$ cat src/rtl/spi_reg_pkg.sv
`default_nettype none
// ============================================================================
//  Module      : spi_reg_pkg
//  Description : Shared types and constants for the SPI register controller.
//                Holds the transaction FSM state encoding and the position of
//                the read flag inside the command word.
//  Revision    : 1.0 - initial release
// ============================================================================
package spi_reg_pkg;

    // Transaction phases: waiting for a transfer, expecting the command word,
    // streaming write data, streaming read data.
    typedef enum logic [1:0] {
        ST_IDLE = 2'd0,
        ST_CMD  = 2'd1,
        ST_WR   = 2'd2,
        ST_RD   = 2'd3
    } state_e;

    // Read flag position counted down from the command word MSB (0 = MSB).
    // Everything below the flag is the start address.
    localparam int CMD_RD_BIT = 0;

endpackage : spi_reg_pkg
`default_nettype wire

$ cat src/rtl/spi_reg_ctrl.sv
`default_nettype none
// ============================================================================
//  Module      : spi_reg_ctrl
//  Description : Bridges a word-oriented SPI slave to a simple register bus.
//                Word 0 of a transfer is a command {rd, addr}; every further
//                word is a data word with auto-incrementing address. Writes
//                strobe regWe per received word; reads strobe regRe per
//                shifter load and return the data on the following load.
//                Word 0 always returns the count of completed transactions.
//  Revision    : 1.0 - initial release
// ============================================================================
module spi_reg_ctrl
    import spi_reg_pkg::*;
#(
    parameter  int DATA_WDT = 8,
    localparam int ADDR_WDT = DATA_WDT - 1
) (
    input  logic                clk,
    input  logic                reset,
    input  logic                spiStart,
    input  logic                spiEnd,
    input  logic                spiTxLoad,
    input  logic                spiRxRdy,
    input  logic [DATA_WDT-1:0] spiRxData,
    output logic [DATA_WDT-1:0] spiTxData,
    output logic [ADDR_WDT-1:0] regAddr,
    output logic                regWe,
    output logic [DATA_WDT-1:0] regWrData,
    output logic                regRe,
    input  logic [DATA_WDT-1:0] regRdData,
    output logic                txnDone
);

    // Bit index of the read flag inside a received command word.
    localparam int RD_POS = DATA_WDT - 1 - CMD_RD_BIT;

    state_e              state_q,       state_d;
    logic [ADDR_WDT-1:0] addr_reg_q,    addr_reg_d;
    logic [DATA_WDT-1:0] data_cnt_q,    data_cnt_d;
    logic [DATA_WDT-1:0] txn_cnt_q,     txn_cnt_d;
    logic [DATA_WDT-1:0] tx_data_q,     tx_data_d;
    logic [ADDR_WDT-1:0] reg_addr_q,    reg_addr_d;
    logic [DATA_WDT-1:0] reg_wr_data_q, reg_wr_data_d;
    logic                reg_we_q,      reg_we_d;
    logic                reg_re_q,      reg_re_d;
    logic                txn_done_q,    txn_done_d;
    logic                rd_pend_q,     rd_pend_d;

    // State and datapath registers; reset aborts any transfer immediately.
    always_ff @(posedge clk or posedge reset) begin
        if (reset) begin
            state_q       <= ST_IDLE;
            addr_reg_q    <= '0;
            data_cnt_q    <= '0;
            txn_cnt_q     <= '0;
            tx_data_q     <= '0;
            reg_addr_q    <= '0;
            reg_wr_data_q <= '0;
            reg_we_q      <= 1'b0;
            reg_re_q      <= 1'b0;
            txn_done_q    <= 1'b0;
            rd_pend_q     <= 1'b0;
        end else begin
            state_q       <= state_d;
            addr_reg_q    <= addr_reg_d;
            data_cnt_q    <= data_cnt_d;
            txn_cnt_q     <= txn_cnt_d;
            tx_data_q     <= tx_data_d;
            reg_addr_q    <= reg_addr_d;
            reg_wr_data_q <= reg_wr_data_d;
            reg_we_q      <= reg_we_d;
            reg_re_q      <= reg_re_d;
            txn_done_q    <= txn_done_d;
            rd_pend_q     <= rd_pend_d;
        end
    end

    // Next-state and strobe generation. End of transfer has top priority so a
    // word arriving with it never produces a strobe; a start outside IDLE
    // restarts at the command word and drops the pending transaction.
    always_comb begin
        state_d       = state_q;
        addr_reg_d    = addr_reg_q;
        data_cnt_d    = data_cnt_q;
        txn_cnt_d     = txn_cnt_q;
        tx_data_d     = tx_data_q;
        reg_addr_d    = reg_addr_q;
        reg_wr_data_d = reg_wr_data_q;
        reg_we_d      = 1'b0;
        reg_re_d      = 1'b0;
        txn_done_d    = 1'b0;
        // Read data is valid on the bus one clock after the read strobe.
        rd_pend_d     = reg_re_q;

        if (spiEnd) begin
            state_d    = ST_IDLE;
            data_cnt_d = '0;
            if (data_cnt_q != '0) begin
                txn_done_d = 1'b1;
                txn_cnt_d  = txn_cnt_q + 1'b1;
            end
        end else if (spiStart) begin
            state_d    = ST_CMD;
            data_cnt_d = '0;
        end else begin
            case (state_q)
                ST_CMD: begin
                    if (spiRxRdy) begin
                        addr_reg_d = spiRxData[ADDR_WDT-1:0];
                        data_cnt_d = '0;
                        // Data phase keeps shifting the status word until a
                        // read returns real data.
                        tx_data_d  = txn_cnt_q;
                        state_d    = spiRxData[RD_POS] ? ST_RD : ST_WR;
                    end
                end
                ST_WR: begin
                    if (spiRxRdy) begin
                        reg_we_d      = 1'b1;
                        reg_addr_d    = addr_reg_q;
                        reg_wr_data_d = spiRxData;
                        addr_reg_d    = addr_reg_q + 1'b1;
                        data_cnt_d    = (data_cnt_q == '1) ? data_cnt_q : data_cnt_q + 1'b1;
                    end
                end
                ST_RD: begin
                    if (spiTxLoad) begin
                        reg_re_d   = 1'b1;
                        reg_addr_d = addr_reg_q;
                        addr_reg_d = addr_reg_q + 1'b1;
                        data_cnt_d = (data_cnt_q == '1) ? data_cnt_q : data_cnt_q + 1'b1;
                    end
                    if (rd_pend_q) begin
                        tx_data_d = regRdData;
                    end
                end
                default: begin
                    state_d = ST_IDLE;
                end
            endcase
        end
    end

    // Status count is presented whenever no data phase is active.
    assign spiTxData = ((state_q == ST_IDLE) || (state_q == ST_CMD)) ? txn_cnt_q : tx_data_q;
    assign regAddr   = reg_addr_q;
    assign regWe     = reg_we_q;
    assign regWrData = reg_wr_data_q;
    assign regRe     = reg_re_q;
    assign txnDone   = txn_done_q;

endmodule : spi_reg_ctrl
`default_nettype wire

$ cat config.mk
export PLATFORM = sky130hd
export DESIGN_NAME = spi_reg_ctrl
export DESIGN_NICKNAME = d
export VERILOG_FILES = /design/src/rtl/spi_reg_pkg.sv /design/src/rtl/spi_reg_ctrl.sv
export SDC_FILE = /design/constraint.sdc
export NUM_CORES = 1
export LEC_CHECK = 0
export ABC_AREA = 1
export ABC_CLOCK_PERIOD_IN_PS = 1650
export BUFFER_PORTS_ARGS = -buffer_cell sky130_fd_sc_hd__buf_4
export CAP_MARGIN = 20
export CORE_MARGIN = 3
export CORE_UTILIZATION = 37
export DETAILED_ROUTE_END_ITERATION = 7
export HOLD_SLACK_MARGIN = 0.1
export PLACE_DENSITY = 0.65
export SYNTH_ARGS = -nofsm -noshare
export SYNTH_HDL_FRONTEND = slang
export SYNTH_SLANG_ARGS = --single-unit
$ cat constraint.sdc
create_clock -name clk -period 1.65 [get_ports clk]
set_input_delay 0 -clock clk [delete_from_list [all_inputs] [get_ports clk]]
set_output_delay 0 -clock clk [all_outputs]
set_load 0.03 [all_outputs]
# ---- After elaboration in Yosys (flattened, before gate mapping)
# Cells that the tools add are included.
dict set report totals {
  inputBits 22
  wordCells 76
  output_inout_bits 26
  register_bits 52
}
dict set report op_classes {
  mux 33
  n_eq_ne 12
  reduce_logical 15
  add_sub_neg 3
  n_bitwise 2
}
# operator n
set ops {}
lappend ops {{$mux W8} 9}
lappend ops {{$mux W7} 5}
lappend ops {{$pmux W8 S3} 1}
lappend ops {{$pmux W7 S3} 1}
lappend ops {{$add A8 B1 Y8 const B} 2}
lappend ops {{$pmux W8 S2} 1}
lappend ops {{$pmux W7 S2} 1}
lappend ops {{$ne A4 B4 Y1 const B} 3}
lappend ops {{$mux W1} 11}
lappend ops {{$reduce_and A5 Y1} 2}
lappend ops {{$eq A8 B8 Y1 const B} 1}
lappend ops {{$ne A2 B2 Y1 const B} 4}
lappend ops {{$reduce_and A4 Y1} 2}
lappend ops {{$reduce_bool A8 Y1} 1}
lappend ops {{$add A7 B1 Y7 const B} 1}
lappend ops {{$mux W2} 3}
lappend ops {{$reduce_and A6 Y1} 1}
lappend ops {{$reduce_bool A5 Y1} 1}
lappend ops {{$eq A2 B2 Y1 const B} 2}
lappend ops {{$pmux W2 S2} 1}
lappend ops {{$reduce_and A2 Y1} 2}
lappend ops {{$reduce_bool A2 Y1} 2}
lappend ops {{$ne A3 B1 Y1 const B} 1}
lappend ops {{$reduce_bool A3 Y1} 1}
lappend ops {{5 further kinds} 6}

# ---- Longest topological paths before layout
dict set report depth {
  ltp_word 6
  ltp_mapped 9
  depth_no_buf 9
}

# ---- Least setup slack after synthesis
# Ideal clock, no wire load.
dict set report synth_timing {
  path_kind {reg-to-output}
  start {register state_q[1]}
  end {output spiTxData[5]}
  required_time_ns 1.650
  path_buffers 2
  stages_incl_launch_ff 4
  slack_ns 0.152
  arrival_time_ns 1.498
  path_cell_list {dfrtp_1 > buf_2 > buf_1 > o21ai_0}
}
dict set report synth_via {
  elab_chain_cells 3
  elab_cells_between_ends 4
  cone_classes {1 x eq/ne; 1 x mux; 2 x reduce/logical}
}
# element line
set synth_lines {}
lappend synth_lines {{start: declaration} spi_reg_ctrl.sv:37} ;# state_e state_q, state_d;
lappend synth_lines {{start signal: assignment} spi_reg_ctrl.sv:64} ;# state_q <= state_d;
lappend synth_lines {{$eq A2 B1 Y1 / $logic_not A2 Y1 (equally long branches)} spi_reg_ctrl.sv:145} ;# assign spiTxData = ((state_q == ST_IDLE) || (state_q == ST_CMD)) ? txn_cnt_q : tx_data_q;
lappend synth_lines {{$logic_or A1 B1 Y1 (*)} spi_reg_ctrl.sv:145}
lappend synth_lines {{$mux W8 (*)} spi_reg_ctrl.sv:145}
lappend synth_lines {{end: declaration} spi_reg_ctrl.sv:25} ;# output logic [DATA_WDT-1:0] spiTxData,
# Every way passes the cells marked *; elsewhere a longest branch is shown, timed or not.

# ---- Worst setup path after layout
dict set report layout_timing {
  start {register data_cnt_q[1]}
  end {register data_cnt_q[2]}
}
dict set report layout_via {
  elab_chain_cells 6
  elab_cells_between_ends 8
  cone_classes {1 x add/sub; 1 x eq/ne; 6 x mux}
}
# element line
set layout_lines {}
lappend layout_lines {{start: declaration} spi_reg_ctrl.sv:39} ;# logic [DATA_WDT-1:0] data_cnt_q, data_cnt_d;
lappend layout_lines {{start signal: assignment} spi_reg_ctrl.sv:66} ;# data_cnt_q <= data_cnt_d;
lappend layout_lines {{$add A8 B1 Y8 / $eq A8 B8 Y1 (equally long branches)} {spi_reg_ctrl.sv:123, spi_reg_ctrl.sv:131}}
lappend layout_lines {{$mux W8 (*)} {spi_reg_ctrl.sv:123, spi_reg_ctrl.sv:131}}
lappend layout_lines {{$mux W8 (on tied branches)} {spi_reg_ctrl.sv:127, spi_reg_ctrl.sv:118}}
lappend layout_lines {{$pmux W8 S3 (*)} spi_reg_ctrl.sv:106} ;# case (state_q)
lappend layout_lines {{$mux W8 (*)} spi_reg_ctrl.sv:102} ;# end else if (spiStart) begin
lappend layout_lines {{$mux W8 (*)} spi_reg_ctrl.sv:95} ;# if (spiEnd) begin
# Every way passes the cells marked *; elsewhere a longest branch is shown, timed or not. The select of a mux whose other input is x is not followed.
# A chain may end at the register's enable or synchronous reset.

==> metrics.txt <==
Critical Path Source Type flip-flop; Post-synth EDFFs 0; placed cell areas 3230 sq um; cells after synthesis 364; DRC 0; Routed Antenna Nets 0; Worst-Margin Slew 0.554 ns; Worst-Skew Late Latency 0.32 ns; Finished Cell Area 3570 sq um; largest fanout on the critical path 6; layout cell share with drive strength beyond 1 19.5%; fmax 0.645 GHz; post-synthesis sequential area ratio 47.6%; Psw 1.19 mW; Pint 2.23 mW; Final period util 93.9%; # rows 30; Storage cell area 1300 sq um; total CTS buffers 5; CTS H-tree depth 2; critical path arrival 1.75 ns; syn nets 390; initial antenna violation count 0; chip width 92.0 um; CTS Sinks 52; area grow syn2layout 30.6%; Min-Delay Path Class primary input to async pin; Clk pwr share 22.6%; die height 92.0 um; Yosys warnings 0; number of port buffers 47; WL final 6510 um; hold_ws 0.284 ns; relative slew slack 63.0%; max_cap viols 0; total die area 8460 sq um; Non-Filler Instances 537; antenna cells 0; Root Driver clkbuf_8; mapped cell area 2740 sq um; commonest non-fill, non-tap cells in the layout nand2_1 (118), buf_4 (54), dfrtp_1 (52); Sw Share 34.8%; Initial DRT Pass Iterations 4; Setup CP Type flip-flop to flip-flop; DR vias 2504; P_leak 1.80 nW; power per cell area 956 nW/um^2; synthesized area per cell 7.52 sq um; CTS max path bufs 2; most common cell after layout, fill and taps aside nand2_1; vias in the first global route 2474; core area 6980 sq um; largest net degree at the start of global routing 29; flops & latches, synth 52; dpl cells 506; Peak VDD IR 0.548 mV; Most used DFF post-synth dfrtp_1; initial DRC count 119; async set-reset flop share out of synthesis 100%; grt ovf 0; Hold Vio Cnt, Final 0; fin crit period 1.55 ns; Logic pwr share 29.3%; area of the multi-input gates 1250 sq um; Layout Nets 466; sequential fraction of design power 48.1%; initial cell density of the core 39.2%; CP endpoint kind flip-flop; Top Ports 48; status finished, final reports clean; routability cong. 0.878; Fill cells 719; clock skew 0.0105 ns; Tot Pwr 3.42 mW; Cell variety after synth 31; Post-Place Worst Slack 0.0892 ns; worst setup margin 0.100 ns; Reg clk slew, reported paths 0.10 ns; detailed placement HPWL 4660 um; WL/cell 12.1 um; # setup viols final 0; max-slew violations 0; Worst EP required 1.85 ns; TritonCTS clock tree done; Total GRT Usage 16.2%; Vias/cell 4.66; first-pass GRT wire length 11300 um
-- cells in the mapped netlist (all sizes together), types with 3 or more instances --
master / count / area [sq um]
dfrtp: 52 / 1300
nand4: 3 / 25.0
a21oi: 10 / 57.6
o21ai: 46 / 230
nor3: 4 / 31.3
nand2: 122 / 468
buf: 5 / 30.0
xor2: 4 / 35.0
inv: 43 / 161
nor2: 36 / 145
nand3: 24 / 130
ha: 4 / 50.1
-- cell type report --
type                    instances  area share (%)
well taps                      96            3.36
repair buffers                 76            17.8
clock inverters                 2           0.385
flip-flops and latches         52            36.4
multi-input cells             261            35.0
inverters                      44            4.73
clock buffers                   6            2.31
-- per-layer routing --
metal	vias to the layer above	track usage, %	part of all wire (%)
li1	1303	-	-
met1	1143	21.4	46
met2	46	27.2	48
met3	12	2.95	3.6
met4	0	4.70	2.2
met5	-	0	0
-- power groups by stage --
stage	Clock (mW)	Sequential, mW	Combinational [mW]
finish	0.772	1.64	1.00
global route	0.845	1.67	1.12
CTS	0.793	1.64	1.01
detailed placement	0	1.66	0.964
global placement	0	1.66	0.951
floorplan	0	1.77	0.513
-- worst max-delay path, stage by stage (launching register included) --
cell	delay, ns
dfrtp_1	0.41
ha_1	0.21
nand2_1	0.12
nor2_2	0.15
nand2_1	0.08
nor2_2	0.13
nor2_4	0.08
buf_4	0.13
nand3_1	0.07
nand2_1	0.06
-- worst paths after layout --
kind                                    start       endpoint  slack [ns]  cells after the start
worst max-delay path            data_cnt_q[1]  data_cnt_q[2]        0.10                      9
worst min-delay path                    reset     regAddr[6]        0.28                      3
worst max register to register  data_cnt_q[1]  data_cnt_q[2]        0.10                      9
worst min register to register          regRe      rd_pend_q        0.41                      0
max in group asynchronous               reset  data_cnt_q[3]        0.81                      4
min in group clk                        regRe      rd_pend_q        0.41                      0
-- repair_timing --
item                       in CTS  in global routing
buffers inserted                0                  2
setup endpoints to repair       0                 13
resized for setup               0                  6
hold endpoints to repair       51                  0
hold buffers                   21                  0
-- logic make-up (layout without fill, tap and decap cells) --
group                      count (synthesis)  in the layout  synth area share (%)
AOI/OAI and AO/OA                         59             59                  11.3
and+or+nand+nor                          193            193                  30.3
adders and majority gates                  4              4                  1.83
xor gates and xnor gates                   5              5                  1.60
DFF                                       52             52                  47.6
buffers and inverters                     51            128                  7.41
-- stage by stage --
step                utilization (%)  setup TNS, ns
floorplan                         -              0
global placement               46.3              0
detailed placement             46.3              0
CTS                            50.6              0
global route                   51.2        -0.0172
finish                         51.2              0
-- sequential cells by signal, indices dropped and copies added (netlist names), 2 cells and up --
register and count:
state_q 2, addr_reg_q 7, txn_cnt_q 8, regAddr 7, tx_data_q 8, data_cnt_q 8, regWrData 8
Power figures use the tool's default switching activity.
